$ cat src/rtl/ppe_pkg.sv
`default_nettype none
// +-----------------------------------------------------------------------+
// | ppe_pkg: shared constants and helpers for pending_priority_encoder     |
// | Rev 1.0                                                               |
// +-----------------------------------------------------------------------+
package ppe_pkg;

    localparam int PPE_CODE_NONE = 0;

    // Output code width: channel index width plus one so that 0 can mean "none".
    function automatic int ppe_code_w(input int n);
        return $clog2(n) + 1;
    endfunction

    // One bit of the one-hot grant mask selected by a code (code = index + 1).
    function automatic logic ppe_mask_bit(input int unsigned code, input int unsigned bit_idx);
        return (code != PPE_CODE_NONE) && (code == bit_idx + 1);
    endfunction

endpackage
`default_nettype wire

$ cat src/rtl/ppe_select.sv
`default_nettype none
// +-----------------------------------------------------------------------+
// | ppe_select: descending search of a request vector from a start index  |
// | with wrap from 0 to N-1. Rev 1.0                                       |
// +-----------------------------------------------------------------------+
module ppe_select #(
    parameter int N = 16,
    parameter int M = 4
) (
    input  logic [N-1:0] i_req,
    input  logic [M-1:0] i_start,
    output logic         o_found,
    output logic [M-1:0] o_idx
);

    int w_pos;

    always_comb begin
        o_found = 1'b0;
        o_idx   = '0;
        w_pos   = 0;
        for (int k = 0; k < N; k++) begin
            w_pos = (int'(i_start) - k + N) % N;
            if (!o_found && i_req[w_pos]) begin
                o_found = 1'b1;
                o_idx   = w_pos[M-1:0];
            end
        end
    end

endmodule
`default_nettype wire

$ cat src/rtl/pending_priority_encoder.sv
`default_nettype none
// +-----------------------------------------------------------------------+
// | pending_priority_encoder: latches channel rising edges and serves them |
// | one code per valid/ready transfer. PPE_ROUND_ROBIN_EN selects rotating |
// | priority; default is fixed highest-index priority. Rev 1.0            |
// +-----------------------------------------------------------------------+
module pending_priority_encoder #(
    parameter int N = 16,
    parameter int M = 4
) (
    input  logic         clk,
    input  logic         rst,
    input  logic         en,
    input  logic [N-1:0] x,
    input  logic         clr_all,
    input  logic         out_ready,
    output logic         out_valid,
    output logic [M:0]   out_code,
    output logic [N-1:0] pending,
    output logic         overflow
);
    import ppe_pkg::*;

    localparam int CW = ppe_code_w(N);

    logic [N-1:0]  r_x_prev;
    logic [N-1:0]  r_pending;
    logic          r_valid;
    logic [CW-1:0] r_code;
    logic          r_overflow;

    logic [N-1:0]  w_edge_en;
    logic [N-1:0]  w_grant_mask;
    logic [M-1:0]  w_start;
    logic          w_found;
    logic [M-1:0]  w_idx;
    logic          w_load;
    logic          w_grant;
    logic [CW-1:0] w_grant_code;
    logic          w_ovf_set;

    assign w_edge_en    = x & ~r_x_prev & {N{en}};
    assign w_load       = !r_valid || out_ready;
    assign w_grant      = w_load && w_found;
    assign w_grant_code = w_grant ? (CW'(w_idx) + CW'(1)) : CW'(PPE_CODE_NONE);
    assign w_ovf_set    = |(w_edge_en & r_pending & ~w_grant_mask);

    always_comb begin
        w_grant_mask = '0;
        for (int i = 0; i < N; i++) begin
            w_grant_mask[i] = ppe_mask_bit(int'(unsigned'(w_grant_code)), i);
        end
    end

`ifdef PPE_ROUND_ROBIN_EN
    // Pointer holds the next search start: one below the last grant, wrapping.
    logic [M-1:0] r_ptr;

    assign w_start = r_ptr;

    always_ff @(posedge clk or posedge rst) begin
        if (rst) begin
            r_ptr <= M'(N - 1);
        end else if (clr_all) begin
            r_ptr <= M'(N - 1);
        end else if (w_grant) begin
            r_ptr <= (w_idx == '0) ? M'(N - 1) : (w_idx - 1'b1);
        end
    end
`else
    assign w_start = M'(N - 1);
`endif

    ppe_select #(
        .N (N),
        .M (M)
    ) u_select (
        .i_req   (r_pending),
        .i_start (w_start),
        .o_found (w_found),
        .o_idx   (w_idx)
    );

    always_ff @(posedge clk or posedge rst) begin
        if (rst) begin
            r_x_prev   <= '0;
            r_pending  <= '0;
            r_valid    <= 1'b0;
            r_code     <= CW'(PPE_CODE_NONE);
            r_overflow <= 1'b0;
        end else begin
            r_x_prev <= x;
            if (clr_all) begin
                r_pending  <= '0;
                r_valid    <= 1'b0;
                r_code     <= CW'(PPE_CODE_NONE);
                r_overflow <= 1'b0;
            end else begin
                // A new edge on the channel being granted re-pends it.
                r_pending <= (r_pending & ~w_grant_mask) | w_edge_en;
                if (w_ovf_set) begin
                    r_overflow <= 1'b1;
                end
                if (w_load) begin
                    r_valid <= w_found;
                    r_code  <= w_grant_code;
                end
            end
        end
    end

    assign out_valid = r_valid;
    assign out_code  = r_code;
    assign pending   = r_pending;
    assign overflow  = r_overflow;

endmodule
`default_nettype wire

$ cat config.mk
export PLATFORM = sky130hd
export DESIGN_NAME = pending_priority_encoder
export DESIGN_NICKNAME = d
export VERILOG_FILES = /design/src/rtl/ppe_pkg.sv /design/src/rtl/ppe_select.sv /design/src/rtl/pending_priority_encoder.sv
export SDC_FILE = /design/constraint.sdc
export NUM_CORES = 1
export LEC_CHECK = 0
export ABC_CLOCK_PERIOD_IN_PS = 4250
export CAP_MARGIN = 20
export CORE_ASPECT_RATIO = 1.2
export CORE_MARGIN = 2
export CORE_UTILIZATION = 50
export DETAILED_ROUTE_END_ITERATION = 10
export PLACE_DENSITY_LB_ADDON = 0.2
export SLEW_MARGIN = 20
export SYNTH_ARGS = -nofsm -noshare
export SYNTH_HDL_FRONTEND = slang
export SYNTH_SLANG_ARGS = --single-unit
$ cat constraint.sdc
create_clock -name clk -period 4.25 [get_ports clk]
set_input_delay 0.6375 -clock clk [delete_from_list [all_inputs] [get_ports clk]]
set_output_delay 0.6375 -clock clk [all_outputs]
set_load 0.005 [all_outputs]
# [Word level (Yosys, flattened, before mapping)]
# Cells that the tools add are included.
[op_classes] addsub=1 mul=0 n_div=0 n_lt_le_gt_ge=0 n_eq_ne=16 n_shift=0 n_mux=40 n_bitwise=8 reduce_logical=53
[ops] cell="16-bit AND" n=5
[ops] cell="4-bit 2-to-1 mux" n=16
[ops] cell="5-bit by 4-bit == test with 1-bit output (second input constant)" n=8
[ops] cell="1-bit logical AND" n=32
[ops] cell="16-bit NOT" n=2
[ops] cell="5-bit by 3-bit == test with 1-bit output (second input constant)" n=4
[ops] cell="1-bit 2-to-1 mux" n=20
[ops] cell="1-bit logical NOT" n=16
[ops] cell="16-bit 2-to-1 mux" n=1
[ops] cell="16-bit OR" n=1
[ops] cell="16-bit OR reduction" n=1
[ops] cell="5-bit 2-to-1 mux" n=3
[ops] cell="5-bit by 2-bit == test with 1-bit output (second input constant)" n=2
[ops] cell="4-bit by 1-bit adder with 5-bit output (second input constant)" n=1
[ops] cell="5-bit by 1-bit == test with 1-bit output (second input constant)" n=1
[ops] cell="5-bit == test (second input constant)" n=1
[ops] cell="5-bit nonzero test" n=1
[ops] cell="2-bit nonzero test" n=2
[ops] cell="1-bit logical OR" n=1
[totals] reg_bits=39 latchBits=0 mem_bits_rw=0 romBits=0 in_bits=21 out_inout_bits=23 elab_cells=123 memories=0

# [Depth between registers and ports, before layout]
[depth] ltp_word=55 depth_mapped=14 depth_no_buf=13

# [Cells and area by module]
# Synthesis repeated with hierarchy kept, for this count alone.
[unflattened] cells_unflattened=449 area_unflattened_um2=4279.1
[modules_own_cells] mod="ppe_select" instances=1 cells_per_inst=272 area_each_um2=2408.6 seq_area_each_um2=0.0
[modules_own_cells] mod="pending_priority_encoder" instances=1 cells_per_inst=177 area_each_um2=1870.5 seq_area_each_um2=975.9

# [Worst setup path before layout]
# Ideal clock, no wire load.
[synth_path] path_kind="reg2reg" startpoint="register r_pending[12] (netlist: pending[12])" endpoint="register r_overflow (netlist: overflow)" t_arrival_ns=2.928 required_time_ns=4.122 path_slack_ns=1.194 stages_incl_launch_ff=14 n_path_buf=2 period_less_slack_ns=3.056 path_cell_list="dfrtp_1 -> or4_1 -> buf_2 -> nor3_1 -> o21ai_1 -> nand2_1 -> ha_1 -> a21oi_1 -> and4_1 -> buf_6 -> a21oi_1 -> nor4_1 -> a41o_1 -> a31oi_1"
[synth_via] elab_chain_cells=46 word_cells_on_any_way=92 classes_between="1 x add/sub; 16 x eq/ne; 27 x mux; 3 x bitwise; 45 x reduce/logical"
[synth_lines] item="start: declaration" line="pending_priority_encoder.sv:27" rtl="logic [N-1:0] r_pending;"
[synth_lines] item="start signal: assignment" line="pending_priority_encoder.sv:100" rtl="r_pending <= (r_pending & ~w_grant_mask) | w_edge_en;"
[synth_lines] item="1-bit logical AND" line="ppe_select.sv:24" rtl="if (!o_found && i_req[w_pos]) begin"
[synth_lines] item="1-bit 2-to-1 mux" line="ppe_select.sv:24"
[synth_lines] item="1-bit logical NOT" line="ppe_select.sv:24"
[synth_lines] item="1-bit logical AND" line="ppe_select.sv:24"
[synth_lines] item="1-bit 2-to-1 mux" line="ppe_select.sv:24"
[synth_lines] item="1-bit logical NOT" line="ppe_select.sv:24"
[synth_lines] item="1-bit logical AND" line="ppe_select.sv:24"
[synth_lines] item="1-bit 2-to-1 mux" line="ppe_select.sv:24"
[synth_lines] item="[... 30 more ...]"
[synth_lines] item="4-bit by 1-bit adder with 5-bit output / 1-bit logical AND (equally long branches)" line="pending_priority_encoder.sv:45, pending_priority_encoder.sv:44"
[synth_lines] item="5-bit 2-to-1 mux" line="pending_priority_encoder.sv:45" rtl="assign w_grant_code = w_grant ? (CW'(w_idx) + CW'(1)) : CW'(PPE_CODE_NONE);"
[synth_lines] item="5-bit by 1-bit == test with 1-bit output (tied with other cells)" line="ppe_pkg.sv:17" rtl="return (code != PPE_CODE_NONE) && (code == bit_idx + 1);"
[synth_lines] item="1-bit logical AND" line="ppe_pkg.sv:17"
[synth_lines] item="16-bit NOT" line="pending_priority_encoder.sv:46" rtl="assign w_ovf_set = |(w_edge_en & r_pending & ~w_grant_mask);"
[synth_lines] item="16-bit AND *" line="pending_priority_encoder.sv:46"
[synth_lines] item="16-bit OR reduction *" line="pending_priority_encoder.sv:46"
[synth_lines] item="2-bit nonzero test (no source line) *"
[synth_lines] item="end signal: assignment" line="pending_priority_encoder.sv:90" rtl="r_overflow <= 1'b0;"
[synth_lines] item="end signal: assignment" line="pending_priority_encoder.sv:97" rtl="r_overflow <= 1'b0;"
[synth_lines] item="end signal: assignment" line="pending_priority_encoder.sv:102" rtl="r_overflow <= 1'b1;"
[synth_lines] item="end: declaration" line="pending_priority_encoder.sv:30" rtl="logic r_overflow;"
# Every way passes the cells marked *; elsewhere a longest branch is shown, timed or not.
# A chain may end at the register's enable or synchronous reset.

# [Final worst setup path]
# Ends and elaborated chain as after synthesis.

==> impl_metrics.py <==
metrics = {
    "sta": {
        "relSlewSlack_pct": 38.43,
        "number_of_endpoints_failing_setup_at_the_final_stage": 0,
        "final_period_minus_worst_setup_slack_ns": 3.695,
        "final_min_period_over_clock_period_pct": 86.95,
        "tightest_slew_ns": 0.9206,
        "report.final.hold_viol_count": 0,
        "finalSetupTns_ns": 0,
        "holdWs_ns": 0.5255,
        "maxClockFrequency_mhz": 270.6,
        "grt_setup_unrepaired": "false",
        "clock-skew-final_ns": 0.009472,
        "maxSlewViolCount": 0,
    },
    "grt": {
        "overflow": 0,
        "grt_start_max_net_pins": 40,
        "number_of_global_route_vias_before_repair": 1713,
        "grt.total_usage_pct": 25.76,
        "global_route_wire_length_before_repair_um": 8424,
        "antenna_found_initial": 0,
    },
    "cts": {
        "tritoncts_clock_tree": "yes",
        "number_of_cts_inserted_buffers": 5,
        "count_of_hold_buffers_inserted_by_post_cts_repair": 0,
        "insertion_delay_ns": 0.30,
        "clock_sink_count": 39,
        "postCtsSetupBuffers": 0,
        "htreeDepth": 2,
        "cts.root.buffer_cell": "clkbuf_8",
        "clkSlewWorstSetupHoldPaths_ns": 0.08,
        "cts_resized": 0,
        "clk_path_buf_depth": 2,
    },
    "logic_synthesis": {
        "yosys_warnings": 0,
        "post-synth-top-area-fraction_pct": 48.48,
        "synth.ff_latch_count": 39,
        "count_of_flip_flops_with_a_built_in_enable_after_synthesis": 0,
        "syn-cell-area_um2": 2013,
        "postSynth.topFlopCell": "dfrtp_1",
        "post_synth_num_cell_types": 46,
        "async_set_or_reset_register_ratio_after_synthesis_pct": 100.0,
        "post_synth.cell_area_avg_um2": 9.235,
        "netlist_top_cells_area": "dfrtp_1, nand2_1, a21oi_1",
        "synth.net_count": 240,
        "synth-seq-area-share_pct": 48.48,
        "synth_area_leader_cell": "dfrtp_1",
        "post_synth_inst_count": 218,
    },
    "finish": {
        "nets": 284,
        "antennaDiodeCount": 0,
        "multi_input_area_um2": 975.9,
        "final.fill_count": 345,
        "ff_latch_area_um2": 975.9,
        "areaGrowthSynthToFinish_pct": 29.96,
        "final_area_um2": 2616,
        "layout-drive-gt1-share_pct": 9.886,
    },
    "detailed_routing": {
        "drc_viols": 0,
        "antenna_violating_nets_post_route": 0,
        "detail_route.wl_per_cell_um": 16.57,
        "number_of_detailed_route_iterations_in_the_first_pass": 4,
        "routed_via_density": 5.524,
        "routed-via-count": 1751,
        "finalWirelength_um": 5254,
        "drtIter0Drc": 123,
    },
    "critical_path": {
        "timing.setup.critical_path_class": "flop to flop",
        "worstPathMaxFanout": 7,
        "reg2regPathDepth": 11,
        "start_kind": "flop",
        "crit_path_end_kind": "flop",
        "critical_path_required_ns": 4.39,
        "worst_ep_arrival_time_ns": 3.83,
    },
    "pwr": {
        "vdd_ir_drop_max_uv": 261.5,
        "power_density_nw_per_um2": 424.8,
        "leakage_nw": 1.058,
    },
    "place": {
        "placed_cell_area_um2": 2480,
        "place.port_buffers": 43,
        "place_congestion": 0.8861,
        "hpwlAfterDp_um": 3984,
    },
    "min_path": {
        "timing.hold.worst_path_depth": 2,
        "hold_path_class": "flop to flop",
    },
    "die": {
        "die_x_um": 61.93,
        "die_area_um2": 4552,
        "floorplan.initialDensity_pct": 51.49,
        "dieHeight_um": 73.51,
        "fp-row-count": 25,
        "floorplan.io_pins": 44,
        "core_area_um2": 3910,
    },
    "run": {
        "max_cap_violations": 0,
    },
    "outcome": {
        "status": "finished, final reports clean",
    },
}
## per-layer routing
layer | routed length (µm) | part of all wire (%) | GRT usage [%]
met5 | 0 | 0 | 0
met2 | 2757 | 52 | 43.27
met4 | 131 | 2.5 | 8.983
met3 | 208 | 4.0 | 5.458
met1 | 2156 | 41 | 32.09
## area by class of cell
type	count	area share [%]
Inverter	6	0.8608
Clock inverter	3	2.582
Timing Repair Buffer	44	16.74
Clock buffer	5	2.630
Sequential cell	39	37.30
Multi-Input combinational cell	166	37.30
Tap cell	54	2.582
## cell families (layout without fill, tap and decap cells)
family | Yosys count | count (layout) | share of synthesized area [%]
compound gates | 57 | 57 | 19.02
xor+xnor | 2 | 2 | 1.243
fa+ha+maj | 1 | 1 | 0.6214
buf+inv | 13 | 58 | 3.045
flops | 39 | 39 | 48.48
simple gates | 106 | 106 | 27.60
## flip-flops by register name, summed over array words and instances (netlist names)
| name | count |
|---|---|
| pending | 16 |
| r_x_prev | 16 |
| out_code | 5 |
| out_valid | 1 |
| overflow | 1 |
## critical path: stages (launching register included)
cell     delay [ns]
dfrtp_1        0.46
or4_1          0.70
nor3_1         0.19
o21ai_1        0.19
nand2_1        0.21
ha_1           0.40
xnor2_2        0.22
nor2b_1        0.47
a21oi_1        0.12
nor4_1         0.28
a41o_1         0.22
a31oi_1        0.08
## final timing paths
check	start	endpoint	slack, ns
setup / recovery	pending[12]	overflow	0.55
hold / removal	out_code[2]	out_code[2]	0.53
setup reg to reg	pending[12]	overflow	0.55
hold reg to reg	out_code[2]	out_code[2]	0.53
max in group asynchronous	rst	pending[14]	3.14
min in group asynchronous	rst	r_x_prev[9]	0.76
## synth_stat cells, drive strengths merged (2+ instances only)
cell and count:
a21boi 2, nor2b 17, xnor2 2, nor2 22, nor3 4, buf 3, nand4 3, clkbuf 4
nor4 6, a21oi 31, and2 2, nand2 45, nand2b 2, o21ai 6, dfrtp 39, a22oi 5
or4 2, a31oi 4, inv 6
## where the power goes
group	switching, W	internal, W
registers	0.0000265	0.000398
logic	0.000181	0.000134
clock network	0.000138	0.000234
## through the flow
step                setup WS (ns)  utilization (%)  total power [W]  instances
finish                     0.5548            66.91         0.001111        317
global route               0.3427            66.91         0.001166        317
CTS                        0.5864            66.91         0.001117        317
detailed placement         0.6051            63.42        0.0007452        309
global placement           0.6231            63.42        0.0007446        309
floorplan                   1.194                -        0.0006384        218
## cell usage in the layout (no fill, tap or decap), types with 3 or more instances in the layout
| cell | n |
|---|---|
| a21oi_1 | 28 |
| a22oi_1 | 5 |
| a31oi_1 | 4 |
| clkbuf_8 | 5 |
| clkdlybuf4s50_1 | 43 |
| dfrtp_1 | 39 |
| inv_1 | 6 |
| nand2_1 | 44 |
| nor2_1 | 21 |
| nor2b_1 | 17 |
| nor3_1 | 3 |
| nor4_1 | 4 |
| o21ai_0 | 3 |
No activity file was read; power rests on OpenSTA's default activity.
